`config.mk`:
```
export PLATFORM = sky130hd
export DESIGN_NAME = id_ex_stage
export DESIGN_NICKNAME = d
export VERILOG_FILES = /design/src/rtl/id_ex_stage_pkg.sv /design/src/rtl/id_ex_stage_hazard_detect.sv /design/src/rtl/id_ex_stage.sv
export SDC_FILE = /design/constraint.sdc
export NUM_CORES = 1
export LEC_CHECK = 0
export ABC_AREA = 1
export CORE_MARGIN = 10
export CORE_UTILIZATION = 30
export CTS_CLUSTER_DIAMETER = 80
export DETAILED_ROUTE_END_ITERATION = 8
export MAX_ROUTING_LAYER = met4
export PLACE_DENSITY = 0.67
export SLEW_MARGIN = 10
export SYNTH_ARGS = -nofsm -noshare
export SYNTH_HDL_FRONTEND = slang
export SYNTH_SLANG_ARGS = --single-unit
export TNS_END_PERCENT = 30
```
`constraint.sdc`:
```
create_clock -name clk_i -period 4.15 [get_ports clk_i]
set_input_delay 0.415 -clock clk_i [delete_from_list [all_inputs] [get_ports clk_i]]
set_output_delay 0.415 -clock clk_i [all_outputs]
set_load 0.1 [all_outputs]
```
`src/rtl/id_ex_stage_pkg.sv`:
```
// pipe_pkg: shared control-bundle bit positions and widths for decode and ID/EX
package pipe_pkg;
  localparam int CTRL_W = 8;
  localparam int CTRL_REGWRITE = 7;
  localparam int CTRL_MEMTOREG = 6;
  localparam int CTRL_MEMREAD = 5;
  localparam int CTRL_MEMWRITE = 4;
  localparam int CTRL_ALUSRC = 3;
  localparam int CTRL_ALUOP_HI = 2;
  localparam int CTRL_ALUOP_LO = 1;
  localparam int CTRL_REGDST = 0;
  localparam logic [CTRL_W-1:0] CTRL_NOP = 8'h00;
endpackage

```
`src/rtl/id_ex_stage_hazard_detect.sv`:
```
// hazard_detect: load-use detection between EX load and ID sources, flush overrides stall
module hazard_detect (
  input  logic       ex_memread,
  input  logic       ex_valid,
  input  logic [4:0] ex_rt,
  input  logic [4:0] id_rs,
  input  logic [4:0] id_rt,
  input  logic       flush,
  output logic       hz,
  output logic       stall
);
  // a load into $0 never produces a value worth waiting for
  always_comb begin
    hz = ex_memread && ex_valid && ex_rt != 5'd0 && (ex_rt == id_rs || ex_rt == id_rt);
    stall = hz && !flush;
  end
endmodule

```
`src/rtl/id_ex_stage.sv`:
```
// id_ex_stage: ID/EX pipeline register with load-use bubble, flush squash and bubble counter
module id_ex_stage
  import pipe_pkg::*;
#(
  parameter int BUB_W = 16
) (
  input  logic              clk_i,
  input  logic              rst_i,
  input  logic [CTRL_W-1:0] ctrl_i,
  input  logic [31:0]       rs_data_i,
  input  logic [31:0]       rt_data_i,
  input  logic [15:0]       imm_i,
  input  logic [4:0]        rs_i,
  input  logic [4:0]        rt_i,
  input  logic [4:0]        rd_i,
  input  logic              flush_i,
  output logic [CTRL_W-1:0] ctrl_o,
  output logic [31:0]       rs_data_o,
  output logic [31:0]       rt_data_o,
  output logic [31:0]       imm_o,
  output logic [4:0]        rs_o,
  output logic [4:0]        rt_o,
  output logic [4:0]        rd_o,
  output logic              valid_o,
  output logic              stall_o,
  output logic [BUB_W-1:0]  bub_cnt_o
);
  logic hz;
  logic bubble;
  hazard_detect u_hazard (
    .ex_memread(ctrl_o[CTRL_MEMREAD]),
    .ex_valid  (valid_o),
    .ex_rt     (rt_o),
    .id_rs     (rs_i),
    .id_rt     (rt_i),
    .flush     (flush_i),
    .hz        (hz),
    .stall     (stall_o)
  );
  assign bubble = hz || flush_i;
  // capture ID into EX; a bubble zeroes control and validity but data still flows
  always_ff @(posedge clk_i or posedge rst_i) begin
    if (rst_i) begin
      ctrl_o <= CTRL_NOP;
      valid_o <= 1'b0;
      rs_data_o <= '0;
      rt_data_o <= '0;
      imm_o <= '0;
      rs_o <= '0;
      rt_o <= '0;
      rd_o <= '0;
      bub_cnt_o <= '0;
    end else begin
      ctrl_o <= bubble ? CTRL_NOP : ctrl_i;
      valid_o <= !bubble;
      rs_data_o <= rs_data_i;
      rt_data_o <= rt_data_i;
      imm_o <= {{16{imm_i[15]}}, imm_i};
      rs_o <= rs_i;
      rt_o <= rt_i;
      rd_o <= rd_i;
      if (bubble && !(&bub_cnt_o)) bub_cnt_o <= bub_cnt_o + BUB_W'(1);
    end
  end
endmodule

```
* Yosys cells after proc, flatten, opt, wreduce, memory -nomap -nowiden *
Index checks and enable logic that the tools add are counted.

word-level totals
  register bits after elaboration = 120
  input bits = 106
  output and inout port bits = 137
  word-level logic and storage cells = 25

cells by class
  add/sub/neg operators = 1
  equality and inequality tests = 2
  multiplexer cells = 1
  reduce and logical (&&, ||, !) cells = 12

operators by type and width
  cell                   count
  $add 16x1->16 const B  1
  $reduce_and 16->1      1
  $eq 5x5->1             2
  $mux 8                 1
  $logic_and 1x1->1      5
  $reduce_bool 5->1      1
  $logic_not 1->1        3
  $logic_or 1x1->1       2

* Longest topological paths before layout *
Gate-level depths: netlist of run 1.

  depth in word-level cells = 5
  depth in mapped cells = 12
  depth with buffers taken out = 11

* By module *
Synthesis of run 1 repeated with hierarchy kept, for this count alone.

second synthesis, totals
  cell total of the unflattened synthesis = 347
  area total of the unflattened synthesis = 4,098.9 um2

modules (own cells, without submodules)
  module         instances  cells an instance  area each (um2)  seq. area each (um2)
  id_ex_stage    1          295                3,880.0          3,002.9
  hazard_detect  1          52                 219.0            0.0

* Worst setup path before layout of run 1 *
OpenSTA, ideal clock, no wires.

  path kind = register to output
  start point = register rt_o[4]
  end point = output stall_o
  arrival = 2.714 ns
  required time = 3.735 ns
  path slack = 1.021 ns
  stages on the path, launching flop included = 9
  buffers on the path = 0
  path through = dfrtp_1 -> inv_2 -> nand2_1 -> nand2_1 -> nor2_1 -> nand3_1 -> nand2_1 -> nand2_2 -> nor2_1

between the ends
  cells in the longest elaborated chain, start to end = 4
  elaborated cells between the ends (all ways) = 7
  those cells by class = eq/ne (2); reduce/logical (5)

ends and longest elaborated chain
  element                                                       line                             source
  from (decl)                                                   id_ex_stage.sv:22                output logic [4:0] rt_o,
  from (signal assigned)                                        id_ex_stage.sv:60                rt_o <= rt_i;
  $eq 5x5->1 / $reduce_bool 5->1 (equally long branches)        id_ex_stage_hazard_detect.sv:14  hz = ex_memread && ex_valid && ex_rt != 5'd0 && (ex_rt == id_rs || ex_rt == id_rt);
  $logic_or 1x1->1 / $logic_and 1x1->1 (equally long branches)  id_ex_stage_hazard_detect.sv:14
  $logic_and 1x1->1 *                                           id_ex_stage_hazard_detect.sv:14
  $logic_and 1x1->1 *                                           id_ex_stage_hazard_detect.sv:15  stall = hz && !flush;
  to (decl)                                                     id_ex_stage.sv:25                output logic stall_o,

Every way passes the cells marked *; elsewhere a longest branch is shown, timed or not.

* Worst setup path after layout of run 1 *
  start point = register imm_o[15] (netlist name)
  end point = output imm_o[18]

RTL lines
  element    line               source
  to (decl)  id_ex_stage.sv:20  output logic [31:0] imm_o,

No word-level cell between the ends.

==> results.sh, run 1 <==
export IMPL_tns_ns=0
export IMPL_areaGrowthSynthToFinish_pct=74.93
export IMPL_antenna_found_initial=0
export IMPL_hpwl_um=10300
export IMPL_mostFrequentLayoutCell="clkdlybuf4s50_1"
export IMPL_hold_viol=0
export IMPL_start_util_pct=30.54
export IMPL_setup_ws_ns=1.506
export IMPL_peakVddDrop_mv=0.5648
export IMPL_n_antenna_cell=0
export IMPL_drv_cap=0
export IMPL_seqCellArea_um2=3003
export IMPL_ctsResizeCount=0
export IMPL_ys_ff_latch=120
export IMPL_rsz0062_at_grt="false"
export IMPL_wl_per_cell_um=17.41
export IMPL_dieArea_um2=18460
export IMPL_yosys_area_top_type="dfrtp_1"
export IMPL_cp_num_cells=1
export IMPL_synth_compound_area_share_pct=0
export IMPL_clockRootBuffer="clkbuf_16"
export IMPL_drtAntennaViolNets=0
export IMPL_setup_viol=0
export IMPL_worst_pin_slew_ns=1.129
export IMPL_syn_cell_area_um2=4028
export IMPL_r2r_start="bub_cnt_o[0]"
export IMPL_nFillCells=1136
export IMPL_cp_required_ns=3.73
export IMPL_clk_latency_ns=0.40
export IMPL_worstRegToRegCells=10
export IMPL_grt_pass1_vias=3276
export IMPL_worst_path_buf_inv=1
export IMPL_worstSetupPathType="reg -> out"
export IMPL_p_leak_uw=0.003194
export IMPL_ioPinCount=243
export IMPL_critPathCapture="imm_o[18]"
export IMPL_vias=3104
export IMPL_regToRegSetupSlack_ns=2.27
export IMPL_synth_xor_xnor_area_share_pct=1.957
export IMPL_worstPathCellList="clkdlybuf4s50_1"
export IMPL_synth_area_leaders="dfrtp_1 75%, nand2_1 6.7%, inv_1 3.5%"
export IMPL_drt_first_iter_violations=122
export IMPL_start_kind="flop"
export IMPL_nets=677
export IMPL_die_w_um=135.9
export IMPL_muxShareOfSynthArea_pct=0
export IMPL_layout_cells_non_filler=757
export IMPL_yosysWarnings=0
export IMPL_grt_overflow=0
export IMPL_crit_family="buffers and inverters"
export IMPL_detail_route_first_pass_iterations=6
export IMPL_fin_crit_sh_pct=63.71
export IMPL_synth_top_area_share_pct=74.56
export IMPL_synth_fa_ha_area_share_pct=0.3107
export IMPL_cts_num_sinks=120
export IMPL_worstPathMaxFanout=17
export IMPL_clk_pin_slew_worst_paths_ns=0.05
export IMPL_grt_max_degree=85
export IMPL_pre_cts_ws_ns=1.903
export IMPL_worst_hold_slack_ns=0.4431
export IMPL_cts_setup_buffers=0
export IMPL_layout_common_cells="241 x clkdlybuf4s50_1, 120 x dfrtp_1, 72 x nand2_1, 37 x inv_1, 25 x nor2_1"
export IMPL_ys_types=20
export IMPL_grt_pass1_wl_um=19470
export IMPL_yosysSeqAreaShare_pct=74.56
export IMPL_finalWirelength_um=13180
export IMPL_cts_tree="done"
export IMPL_drive_gt1_share_pct=7.917
export IMPL_crit_path_max_incr_delay_ns=1.23
export IMPL_numPortBuffers=242
export IMPL_slew_violations=0
export IMPL_syn_nets=435
export IMPL_yosys_area_share_simple_pct=14.97
export IMPL_place_gp_congestion=0.8210
export IMPL_max_freq_mhz=378.2
export IMPL_syn_avg_cell_area_um2=12.28
export IMPL_p_per_area_nw_per_um2=510.7
export IMPL_crit_start="imm_o[15]"
export IMPL_arrival_ns=2.23
export IMPL_r2r_end="bub_cnt_o[13]"
export IMPL_grtUsageTotal_pct=14.69
export IMPL_viasPerCell=4.100
export IMPL_multi_input_area_um2=694.4
export IMPL_drt_drc_violations_left=0
export IMPL_synth_cells=328
export IMPL_die_h_um=135.9
export IMPL_status="finished clean"
export IMPL_placed_cells=727
export IMPL_crit_path_end_kind="output pin"
export IMPL_period_minus_slack_ns=2.644
export IMPL_clock_path_buffers=2
export IMPL_ctsHoldBuffers=0
export IMPL_placementRows=42
export IMPL_synth_top_family_by_area="simple AND/OR/NAND/NOR gates"
export IMPL_htreeDepth=4
export IMPL_crit_slowest_cell="clkdlybuf4s50_1"
export IMPL_finClkSkew_ns=0.005798
export IMPL_timing_hold_worst_class="in -> reg"
export IMPL_slew_limit_headroom_pct=24.47
export IMPL_numCtsBuffers=17
export IMPL_total_power_uw=3598
export IMPL_core_region_area_um2=13190
==> flip-flops by register name (all words and copies together), names as in the netlist <==
register   count
rs_o           5
rd_o           5
rt_data_o     32
valid_o        1
rs_data_o     32
imm_o         16
ctrl_o         8
bub_cnt_o     16
rt_o           5
==> cell families after synthesis <==
kind of cell / after synthesis
simple gates: 135
flops: 120
buf+inv: 63
xor+xnor: 9
fa+ha+maj: 1
==> worst min-delay path by stage <==
| stage | start | endpoint | slack [ns] | cells after the start |
|---|---|---|---|---|
| 4_1_cts | rs_data_i[30] | rs_data_o[30] | 0.42 | 1 |
| 5_1_grt | rs_data_i[13] | rs_data_o[13] | 0.42 | 1 |
| 3_3_place_gp | bub_cnt_o[15] | bub_cnt_o[15] | 0.51 | 2 |
| 6_report | rs_data_i[13] | rs_data_o[13] | 0.44 | 1 |
| 3_5_place_dp | bub_cnt_o[15] | bub_cnt_o[15] | 0.52 | 2 |
| 2_1_floorplan | imm_i[0] | imm_o[0] | 0.45 | 0 |
==> per-stage QoR <==
stage	utilization (%)	cell area, um^2
2_1_floorplan	-	4028
3_3_place_gp	49.37	6513
3_5_place_dp	49.37	6513
4_1_cts	53.41	7046
5_1_grt	53.41	7046
6_report	53.41	7046
==> routing by layer <==
layer	vias up	track usage, %	wire length [um]
met5	-	-	0
met1	1487	14.73	4770
met3	14	6.494	1429
li1	1454	-	-
met4	0	5.207	151
met2	149	24.97	6826
==> cell usage after synthesis (all sizes together) <==
cell type and count:
nand2 77, buf 21, ha 1, nor2 27, dfrtp 120, nor3 3, inv 42, nor3b 1
xor2 5, xnor2 4, nand4 3, nand3 24
==> where the power goes <==
part	internal, uW	switching, uW	total (uW)	leakage (uW)
Combinational	251	750	1000	0.00149
Sequential	1240	50.0	1290	0.00144
Clock	813	490	1300	0.000263
==> final cells by class <==
| class | instances | share of cell area (%) |
|---|---|---|
| clock inverters | 8 | 0.6926 |
| multi-input cells | 145 | 9.856 |
| inverters | 42 | 2.273 |
| repair buffers | 244 | 34.56 |
| flip-flops and latches | 120 | 42.62 |
| well taps | 176 | 3.126 |
| clock buffers | 22 | 6.873 |
Note: power is estimated with default switching activity, not from simulation.
==> inputs of run 2 (changes only) <==
==> constraint.sdc (replaced) <==
create_clock -name clk_i -period 2.45 [get_ports clk_i]
set_input_delay 0.245 -clock clk_i [delete_from_list [all_inputs] [get_ports clk_i]]
set_output_delay 0.245 -clock clk_i [all_outputs]
set_load 0.1 [all_outputs]
==> run 2 against run 1 <==
  * Clock power up 100%
  * Register-to-register slack got worse by 1.7 ns
  * Largest cell class unchanged
  * Cell count is 0.26% higher
  * Via count up 0.71%
  * Critical endpoint is now stall_o
  * Combinational power increased by 65%
  * Critical path type unchanged
  * Highest routed layer unchanged
  * Sequential power rose by 71%
  * Global-route usage increased by 0.33 points
==> results.sh, run 2 (same netlist as run 1, synthesis figures left out) <==
export IMPL_vias=3126
export IMPL_reg_top3="rs_data_o x32, rt_data_o x32"
export IMPL_clock_path_buffers=2
export IMPL_drt_drc_violations_left=0
export IMPL_nFillCells=1151
export IMPL_start_kind="flop"
export IMPL_grt_pass1_vias=3301
export IMPL_clk_pin_slew_worst_paths_ns=0.06
export IMPL_hold_viol=0
export IMPL_place_gp_congestion=0.8608
export IMPL_period_minus_slack_ns=2.005
export IMPL_htreeDepth=4
export IMPL_core_region_area_um2=13190
export IMPL_status="finished clean"
export IMPL_drtAntennaViolNets=0
export IMPL_detail_route_first_pass_iterations=6
export IMPL_numPortBuffers=242
export IMPL_drt_first_iter_violations=168
export IMPL_clockRootBuffer="clkbuf_16"
export IMPL_placementRows=42
export IMPL_die_w_um=135.9
export IMPL_tns_ns=0
export IMPL_max_freq_mhz=498.6
export IMPL_total_power_uw=6458
export IMPL_seqCellArea_um2=3003
export IMPL_areaGrowthSynthToFinish_pct=69.43
export IMPL_peakVddDrop_mv=0.6309
export IMPL_cts_setup_buffers=0
export IMPL_cts_num_sinks=120
export IMPL_p_per_area_nw_per_um2=946.3
export IMPL_drv_cap=0
export IMPL_fin_crit_sh_pct=81.85
export IMPL_finalWirelength_um=13340
export IMPL_ioPinCount=243
export IMPL_setup_viol=0
export IMPL_cts_tree="done"
export IMPL_rsz0062_at_grt="false"
export IMPL_multi_input_area_um2=694.4
export IMPL_finClkSkew_ns=0.006124
export IMPL_dieArea_um2=18460
export IMPL_grtUsageTotal_pct=15.02
export IMPL_start_util_pct=30.54
export IMPL_arrival_ns=1.76
export IMPL_grt_max_degree=84
export IMPL_n_antenna_cell=0
export IMPL_numCtsBuffers=17
export IMPL_crit_path_end_kind="output pin"
export IMPL_nets=677
export IMPL_slew_limit_headroom_pct=70.20
export IMPL_drive_gt1_share_pct=31.56
export IMPL_antenna_found_initial=0
export IMPL_ctsResizeCount=0
export IMPL_grt_pass1_wl_um=19760
export IMPL_grt_overflow=0
export IMPL_mostFrequentLayoutCell="buf_4"
export IMPL_wl_per_cell_um=17.58
export IMPL_worstSetupPathType="reg -> out"
export IMPL_p_leak_uw=0.003372
export IMPL_worstPathMaxFanout=6
export IMPL_ctsHoldBuffers=0
export IMPL_viasPerCell=4.119
export IMPL_worst_pin_slew_ns=0.4470
export IMPL_clk_latency_ns=0.42
export IMPL_hpwl_um=10700
export IMPL_timing_hold_worst_class="in -> async"
export IMPL_layout_common_cells="137 x buf_4, 120 x dfrtp_1, 105 x clkdlybuf4s50_1, 72 x nand2_1, 37 x inv_1"
export IMPL_slew_violations=0
export IMPL_cp_required_ns=2.20
export IMPL_die_h_um=135.9
-- run 2: changes by cell type in the layout (fill, tap and decap cells not counted), sizes merged --
cell,previous run,this run
clkdlybuf4s50,241,105
buf,3,139
bufinv,0,4
inv,42,44
clkinvlp,2,4
clkbuf,22,18
clkinv,6,4
-- run 2: final timing paths --
check	start	endpoint	slack (ns)	cells past startpoint
min	rst_i	rt_data_o[18]	0.16	2
min reg2reg	bub_cnt_o[15]	bub_cnt_o[15]	0.55	2
min in group clk_i	rs_data_i[22]	rs_data_o[22]	0.26	1
max reg2reg	bub_cnt_o[0]	bub_cnt_o[8]	0.56	10
max in group asynchronous	rst_i	rs_data_o[12]	1.59	3
max	rt_o[0]	stall_o	0.44	8
-- run 2: layout make-up --
| cell class | instances | area share, % |
|---|---|---|
| Clock buffer | 18 | 6.289 |
| Clock inverter | 14 | 2.879 |
| Sequential cell | 120 | 44.00 |
| Timing Repair Buffer | 244 | 31.06 |
| Inverter | 42 | 2.365 |
| Multi-Input combinational cell | 145 | 10.18 |
| Tap cell | 176 | 3.227 |
-- run 2: power by group --
group	internal [uW]	total [uW]	switching [uW]
registers	2110	2200	89.2
logic	379	1650	1270
clock network	1710	2610	900
-- run 2: routing by layer --
metal / wire, um / part of all wire (%) / up-vias / global-route usage, %
li1: - / - / 1459 / -
met1: 4795 / 36 / 1474 / 15.04
met2: 6815 / 51 / 165 / 24.51
met3: 1393 / 10 / 28 / 6.716
met4: 337 / 2.5 / 0 / 7.456
met5: 0 / 0 / - / -
-- run 2: worst max-delay path: stages, from the launching register on --
cell	delay, ns
dfrtp_1	0.45
nor2_1	0.13
nor2_1	0.06
nor2_1	0.09
nand3_1	0.07
nand2_1	0.08
nand2_2	0.07
nor2_1	0.18
buf_12	0.21
-- run 2: through the flow --
stage	setup slack [ns]	std cells	instance area [um^2]	utilization, %	hold slack (ns)
finish	0.4446	759	6824	51.74	0.1605
global route	0.2711	759	6824	51.74	0.1823
CTS	0.3970	759	6824	51.74	0.1592
detailed placement	0.4864	727	6198	46.99	0.5323
global placement	0.5222	727	6198	46.99	0.5202
floorplan	-0.5093	328	4031	-	0.2764
